## config.mk

```make
export PLATFORM = sky130hd
export DESIGN_NAME = mem_port_arbiter
export DESIGN_NICKNAME = d
export VERILOG_FILES = /design/src/rtl/mem_port_arbiter.sv
export SDC_FILE = /design/constraint.sdc
export NUM_CORES = 1
export LEC_CHECK = 0
export BUFFER_PORTS_ARGS = -buffer_cell sky130_fd_sc_hd__buf_2
export CORE_UTILIZATION = 50
export DETAILED_ROUTE_END_ITERATION = 7
export GPL_ROUTABILITY_DRIVEN = 1
export GPL_TIMING_DRIVEN = 1
export PLACE_DENSITY = 0.85
export SLEW_MARGIN = 10
export SYNTH_ARGS = -nofsm -noshare
export SYNTH_HDL_FRONTEND = slang
export SYNTH_SLANG_ARGS = --single-unit
```

## constraint.sdc

```tcl
create_clock -name clk -period 3.61 [get_ports clk]
set_clock_uncertainty 0.2 [all_clocks]
set_input_delay 0.5415 -clock clk [delete_from_list [all_inputs] [get_ports clk]]
set_output_delay 0.5415 -clock clk [all_outputs]
set_load 0.02 [all_outputs]
```

## src/rtl/mem_port_arbiter.sv

```systemverilog
// ---------------------------------------------------------------------------
// mem_port_arbiter
//   Arbitrates N_PORT requesters onto a single downstream memory port. One
//   transaction is in flight at a time: IDLE picks a winner and latches its
//   command, BUSY drives the latched command until mem_ack or timeout, and
//   DONE returns a one-cycle req_ack (plus req_err on timeout) to the winner.
//
// Ports
//   clk, rst          clock, synchronous active-high reset
//   req_re/req_we     per-port read/write request levels
//   req_addr/wdata/len  per-port command, port i at [i*W +: W]
//   req_rdata         read data, valid with req_ack
//   req_ack/req_err   per-port completion pulse / timeout flag
//   mem_re/mem_we     downstream strobes (BUSY only)
//   mem_addr/wdata/len  downstream command (latched)
//   mem_rdata/mem_ack downstream read data / completion
//   grant_idx         current or last granted port
//   busy              high outside IDLE
// ---------------------------------------------------------------------------
module mem_port_arbiter #(
    parameter int N_PORT    = 2,
    parameter int ADDR_W    = 32,
    parameter int DATA_W    = 32,
    parameter int LEN_W     = 2,
    parameter int PRIO_MODE = 0,
    parameter int TIMEOUT   = 255
) (
    input  logic                        clk,
    input  logic                        rst,
    input  logic [N_PORT-1:0]           req_re,
    input  logic [N_PORT-1:0]           req_we,
    input  logic [N_PORT*ADDR_W-1:0]    req_addr,
    input  logic [N_PORT*DATA_W-1:0]    req_wdata,
    input  logic [N_PORT*LEN_W-1:0]     req_len,
    output logic [DATA_W-1:0]           req_rdata,
    output logic [N_PORT-1:0]           req_ack,
    output logic [N_PORT-1:0]           req_err,
    output logic                        mem_re,
    output logic                        mem_we,
    output logic [ADDR_W-1:0]           mem_addr,
    output logic [DATA_W-1:0]           mem_wdata,
    output logic [LEN_W-1:0]            mem_len,
    input  logic [DATA_W-1:0]           mem_rdata,
    input  logic                        mem_ack,
    output logic [$clog2(N_PORT)-1:0]   grant_idx,
    output logic                        busy
);

    localparam int GW = $clog2(N_PORT);
    localparam int CW = 16;
    localparam logic [CW-1:0] CNT_LAST = CW'(TIMEOUT - 1);

    typedef enum logic [1:0] {S_IDLE, S_BUSY, S_DONE} state_t;

    typedef struct packed {
        logic              we;
        logic [ADDR_W-1:0] addr;
        logic [DATA_W-1:0] wdata;
        logic [LEN_W-1:0]  len;
    } cmd_t;

    state_t            r_state, w_next;
    cmd_t              r_cmd, w_cmd;
    logic [GW-1:0]     r_grant, r_ptr, w_win;
    logic [CW-1:0]     r_cnt;
    logic [DATA_W-1:0] r_rdata;
    logic              r_err;
    logic [N_PORT-1:0] w_req;
    logic              w_found, w_grant, w_ack_ok, w_tmo;
    int                w_cand;

    assign w_req = req_re | req_we;

    // Winner search. Round-robin walks from the port after the last grant
    // with wrap; fixed priority always walks from port 0.
    always_comb begin
        w_found = 1'b0;
        w_win   = '0;
        w_cand  = 0;
        for (int k = 0; k < N_PORT; k++) begin
            if (PRIO_MODE == 1) begin
                w_cand = k;
            end else begin
                w_cand = int'(r_ptr) + 1 + k;
                if (w_cand >= N_PORT) w_cand = w_cand - N_PORT;
            end
            for (int i = 0; i < N_PORT; i++) begin
                if (!w_found && (w_cand == i) && w_req[i]) begin
                    w_found = 1'b1;
                    w_win   = GW'(i);
                end
            end
        end
    end

    // Command of the winning port; a write request overrides a read.
    always_comb begin
        w_cmd = '0;
        for (int i = 0; i < N_PORT; i++) begin
            if (w_win == GW'(i)) begin
                w_cmd.we    = req_we[i];
                w_cmd.addr  = req_addr[i*ADDR_W +: ADDR_W];
                w_cmd.wdata = req_wdata[i*DATA_W +: DATA_W];
                w_cmd.len   = req_len[i*LEN_W +: LEN_W];
            end
        end
    end

    // FSM state register
    always_ff @(posedge clk) begin
        if (rst) r_state <= S_IDLE;
        else     r_state <= w_next;
    end

    // FSM next state. mem_ack wins over the timeout in the same cycle.
    always_comb begin
        w_next   = r_state;
        w_grant  = 1'b0;
        w_ack_ok = 1'b0;
        w_tmo    = 1'b0;
        case (r_state)
            S_IDLE: begin
                if (w_found) begin
                    w_next  = S_BUSY;
                    w_grant = 1'b1;
                end
            end
            S_BUSY: begin
                if (mem_ack) begin
                    w_next   = S_DONE;
                    w_ack_ok = 1'b1;
                end else if (r_cnt == CNT_LAST) begin
                    w_next = S_DONE;
                    w_tmo  = 1'b1;
                end
            end
            S_DONE:  w_next = S_IDLE;
            default: w_next = S_IDLE;
        endcase
    end

    // Datapath: latched command, grant pointer, timeout counter, response.
    always_ff @(posedge clk) begin
        if (rst) begin
            r_cmd   <= '0;
            r_grant <= '0;
            r_ptr   <= GW'(N_PORT - 1);
            r_cnt   <= '0;
            r_rdata <= '0;
            r_err   <= 1'b0;
        end else begin
            if (w_grant) begin
                r_cmd   <= w_cmd;
                r_grant <= w_win;
                r_ptr   <= w_win;
                r_cnt   <= '0;
                r_err   <= 1'b0;
            end
            if (w_ack_ok) begin
                r_rdata <= mem_rdata;
                r_err   <= 1'b0;
            end else if (w_tmo) begin
                r_rdata <= '0;
                r_err   <= 1'b1;
            end else if (r_state == S_BUSY) begin
                r_cnt <= r_cnt + 1'b1;
            end
        end
    end

    assign busy      = (r_state != S_IDLE);
    assign mem_re    = (r_state == S_BUSY) && !r_cmd.we;
    assign mem_we    = (r_state == S_BUSY) &&  r_cmd.we;
    assign mem_addr  = r_cmd.addr;
    assign mem_wdata = r_cmd.wdata;
    assign mem_len   = r_cmd.len;
    assign req_rdata = r_rdata;
    assign grant_idx = r_grant;

    for (genvar g = 0; g < N_PORT; g++) begin : g_port
        assign req_ack[g] = (r_state == S_DONE) && (r_grant == GW'(g));
        assign req_err[g] = (r_state == S_DONE) && (r_grant == GW'(g)) && r_err;
    end

endmodule

```

Word level (Yosys, flattened, before mapping):

Cells that the tools add are included.

* register bits: 120
* latch bits: 0
* bits in writable memories: 0
* ROM bits: 0
* input port bits: 171
* output and inout bits: 106
* logic and storage cells: 80
* memories kept: 0

* $add $sub $neg: 5
* multiply operators: 0
* div/mod/pow operators: 0
* order comparisons: 2
* equal/unequal tests: 7
* shift-type cells: 0
* multiplexer cells: 29
* bitwise operators: 2
* reduce and logical (&&, ||, !) cells: 25

Operator list (count)
* $mux 32: 4
* $mux 67: 1
* $eq 32x2->1 const B: 2
* $logic_not 32->1: 2
* $mux 16: 4
* $ge 32x3->1 const B: 1
* $sub 32x3->32 const B: 1
* $add 16x1->16 const B: 1
* $eq 16x8->1 const B: 1
* $mux 1: 16
* $logic_and 1x1->1: 13
* $mux 2: 3
* $reduce_bool 2->1: 3
* $logic_not 1->1: 4
* $pmux 2 s2: 1
* $sub 3x2->4 const B: 1
* $add 2x1->3 const B: 1
* $ge 3x2->1 const B: 1
* $ne 3x3->1 const B: 1
* $add 1x1->2 const B: 1
* $eq 2x1->1 const B: 1
* $eq 2x2->1 const B: 1
* $logic_not 2->1: 1
* $ne 2x2->1 const B: 1
* other kinds (4): 4

Longest topological paths before layout:

* word-level depth: 24
* mapped depth: 7
* mapped depth without buffers: 6

Least setup slack after synthesis:

No wires, ideal clock.

* path type: input -> register
* start point: input req_we[1]
* end point: register r_cmd (netlist bit mem_addr[0])
* library setup time: 0.146 ns
* arrival: 1.820 ns
* required time: 3.264 ns
* path slack: 1.444 ns
* stages on the path: 7
* buffers on the path: 3
* cells stage by stage: or4_4 -> and2_1 -> buf_2 -> buf_6 -> buf_2 -> nor2_1 -> a211oi_2

* cells in the longest elaborated chain, start to end: 13
* elaborated cells between the ends (all ways): 17
* those cells by class: 9 x mux; 1 x bitwise; 7 x reduce/logical

Ends and longest elaborated chain
* start, declared: line 31 `input logic [N_PORT-1:0] req_we,`
* $or 2x2->2 (*): line 72 `assign w_req = req_re | req_we;`
* $logic_and 1x1->1: line 88 `if (!w_found && (w_cand == i) && w_req[i]) begin`
* $mux 1: line 88
* $logic_not 1->1: line 88
* $logic_and 1x1->1 (2 in a row): line 88
* $mux 1: line 88
* $logic_not 1->1: line 88
* $logic_and 1x1->1 (2 in a row): line 88
* $mux 1: line 88
* $mux 1: line 123 `if (w_found) begin`
* $mux 1: line 121 `case (r_state)`
* end signal, assigned: line 153 `r_cmd <= w_cmd;`
* end, declared: line 63 `cmd_t r_cmd, w_cmd;`

Mark *: on every way between the ends. The rest lies on a longest branch, timed or not.
A chain may end at the register's enable or synchronous reset.

Worst setup path after layout:

* start point: register r_cnt[0]
* end point: register r_rdata[27], in the netlist req_rdata[27]

* cells in the longest elaborated chain, start to end: 5

Ends and longest elaborated chain
* start, declared: line 65 `logic [CW-1:0] r_cnt;`
* start signal, assigned: line 166 `r_cnt <= r_cnt + 1'b1;`
* $eq 16x8->1: line 132 `end else if (r_cnt == CNT_LAST) begin`
* $mux 1: line 132
* $mux 1: line 129 `if (mem_ack) begin`
* $mux 1: line 121
* $reduce_bool 2->1 (no source line)
* end signal, assigned: line 160 `r_rdata <= mem_rdata;`
* end, declared: line 66 `logic [DATA_W-1:0] r_rdata;`

Every way passes these cells.

==> results.md <==
* Status: finished, final reports clean
* Largest net degree at the start of global routing at about 130
* Wirelength per Cell at 15.4 um
* RR Startpoint: r_cnt[0]
* Worst slew margin at between 20% and 30%
* Mean Syn Cell Area at 10.2 sq um
* GRT overflow at 0
* Post-layout net count at approximately 940
* Core box area at 11100 sq um
* Final hold violations at 0
* CP required at 3750 ps
* Drt pass-1 iters at 4
* HPWL after detailed placement at 10400 um
* Slew Limit Fails at 0
* Initial DRC Count at 322
* Clock Latency Late Sink at 400 ps
* Synth Register Bits at between 100 and 150
* Root Buffer: clkbuf_16
* Tot GR Track Use at 23.0%
* Routed wire length at about 14000 um
* Synth Instances at 569
* Via density at 5.31
* # rows at 38
* DRC errors left at 0
* Kind of cell adding the most delay to the critical path: compound AO/OA/AOI/OAI gates
* Worst vdd ir at roughly 500 uV
* Vias at between 4000 and 5000
* Setup bufs post-CTS at 0
* Number of flops mapped to enable cells by yosys at 0
* Crit path cell chain: inv_1 > ha_1 > nor4b_1 > and4_4 > o31ai_4 > a22o_1
* Clk slew on worst S/H paths at 60 ps
* Hold path endpoint: req_rdata[30]
* Chip width at about 110 um
* Reg-to-reg endpoint: req_rdata[27]
* Post-synth top cells: 120 x dfxtp_1, 70 x nor2_1, 66 x buf_4, 66 x mux2i_1, 60 x a211oi_2
* Area leader, netlist: dfxtp_1
* Crit Path Class: reg2reg
* Diodes inserted at 0
* Crit-path max FO at 32
* Die area at 12100 sq um
* Area fraction of the dominant cell type after synthesis at 41.4%
* CTS sink count at 120
* Initial antenna violation count at 0
* Slew @ Worst Pin at 1190 ps
* Area contributors post-synth: dfxtp_1 41%, a211oi_2 13%, mux2i_1 11%, buf_4 8.5%, a22o_1 4.8%
* Worst path slowest cell: o31ai_4
* Inserted Clock Buffers at 17
* Worst setup EP type: register
* Port buffer count at 276
* RSZ-0062 raised after global routing: false
* CP Launch Type: register
* Warnings, synthesis at 0
* Post_cts resized at 0
* Max Freq at 399 MHz
* Tcrit/Tclk final at a little over two thirds
* Hold buffers post-CTS at 0
* Routability cong. at 0.795
* Initial Util at around 52%
* Min Tclk post-route at 2510 ps
* Number of global-route vias before repair at about 4600
* Ports at 277
* Depth of the most critical reg-to-reg path at 6
* Max Cap Viol at 0
* CTS tree: yes
* Reg2Reg Setup Slack at 1100 ps
* # setup viols final at 0
* Mapped cell area at 5810 sq um
* CP Buf/Inv Count at 1
* Async set or reset register ratio after synthesis at 0%
* WHS Path Cells at 2
* Detail Route Antenna Nets at 0
* Pleak at 3.59 nW
* CP peak stage delay at 950 ps
* First-pass GRT wire length at 21200 um
* Area delta synth->final at 26.3%
* Die Y-Extent at 110 um
* Pwr/cell area at 582 nW/um^2
* Yosys cell types at 45
* WP data arrival at around 2600 ps
* Post-synth top flop: dfxtp_1
* CTS H-tree lvls at 4
* Post-layout util at 66.2%
* Worst min path class: in2reg
* Setup TNS at 0 ps
* Syn_nets at 742
* CTS max path bufs at 2
* Fraction of layout cells with a size suffix above 1 at around half
* Hold_sp: mem_rdata[30]
* Register area share after synthesis at 41.4%
* Most numerous cell in the Yosys netlist: dfxtp_1
[state kept, by name, summed over array words and instances (netlist names)]
name and flops:
grant_idx 1, mem_addr 32, mem_len 2, mem_wdata 32, r_cmd 1, r_cnt 16, r_err 1, r_ptr 1
r_state 2, req_rdata 32
[power breakdown]
part           internal [mW]  switching (mW)  total, mW  leakage (nW)
sequential              1.47          0.0749       1.54         0.989
clock                   1.16           0.611       1.77         0.296
combinational          0.379           0.586      0.966          2.31
total                   3.00            1.27       4.27          3.59
[cells by family (layout without fill, tap and decap cells)]
| logic type | count (synthesis) | in the layout | synth area share, % |
|---|---|---|---|
| xor+xnor | 2 | 2 | 0.302 |
| flops | 120 | 120 | 41.4 |
| compound gates | 137 | 137 | 22.7 |
| mux | 66 | 66 | 11.4 |
| fa+ha+maj | 2 | 2 | 0.431 |
| simple gates | 131 | 131 | 11.3 |
| buf+inv | 111 | 317 | 12.6 |
[final cells by class]
class / instances / area [sq um]
flip-flops and latches: 120 / 2400
clock inverters: 15 / 200
repair buffers: 280 / 1430
multi-input cells: 338 / 2690
fillers: 852 / 3740
clock buffers: 17 / 425
inverters: 5 / 18.8
well taps: 140 / 175
[worst reg2reg max path, stage by stage, from the launching register on]
cell,delay [ps]
dfxtp_1,380
inv_1,80
ha_1,200
nor4b_1,160
and4_4,210
o31ai_4,950
a22o_1,260
[stage by stage]
step / instances / power, mW / hold WS (ps) / setup slack (ps) / area (sq um)
floorplan: 569 / 2.38 / 223 / 1440 / 5810
global placement: 883 / 2.49 / 245 / 1220 / 6710
detailed placement: 883 / 2.54 / 253 / 1100 / 6710
CTS: 915 / 4.31 / 135 / 1120 / 7340
global route: 915 / 4.46 / 140 / 955 / 7340
finish: 915 / 4.27 / 153 / 1100 / 7340
[routing by layer]
| metal | vias to the layer above | global-route usage, % | routed length (um) |
|---|---|---|---|
| met5 | - | 0 | 0 |
| li1 | 2394 | - | - |
| met2 | 195 | 42.5 | 7360 |
| met3 | 17 | 6.40 | 1050 |
| met1 | 2257 | 24.1 | 5430 |
| met4 | 0 | 10.1 | 257 |
[cell usage in the layout (no fill, tap or decap), types with 2 or more instances in the layout]
cell and count:
buf_2 275, dfxtp_1 120, nor2_1 70, mux2i_1 66, a211oi_2 60, a22o_1 32
a21oi_1 17, clkbuf_16 17, nand2_1 12, o21ai_0 9, a211oi_1 8, or3_1 6
inv_1 5, and3_1 5, nand4_1 5, and2_1 4, o31ai_1 4, or4_1 4
bufinv_16 4, clkinvlp_4 4, buf_4 4, nor2b_1 3, and4_1 3, nand3_1 3
nor3_1 3, clkinv_2 3, nand2b_1 2, ha_1 2, inv_6 2, clkinv_4 2
[worst max path at each step]
stage	cells past startpoint	slack, ps	start	to
final	6	1100	r_cnt[0]	req_rdata[27]
after detailed placement	4	1100	rst	req_rdata[9]
after global routing	6	950	r_cnt[0]	req_rdata[0]
after global placement	4	1220	rst	req_rdata[29]
after CTS	6	1120	r_cnt[0]	req_rdata[29]
after floorplan	7	1440	req_we[1]	mem_addr[0]
(Power assumes the default switching activity.)
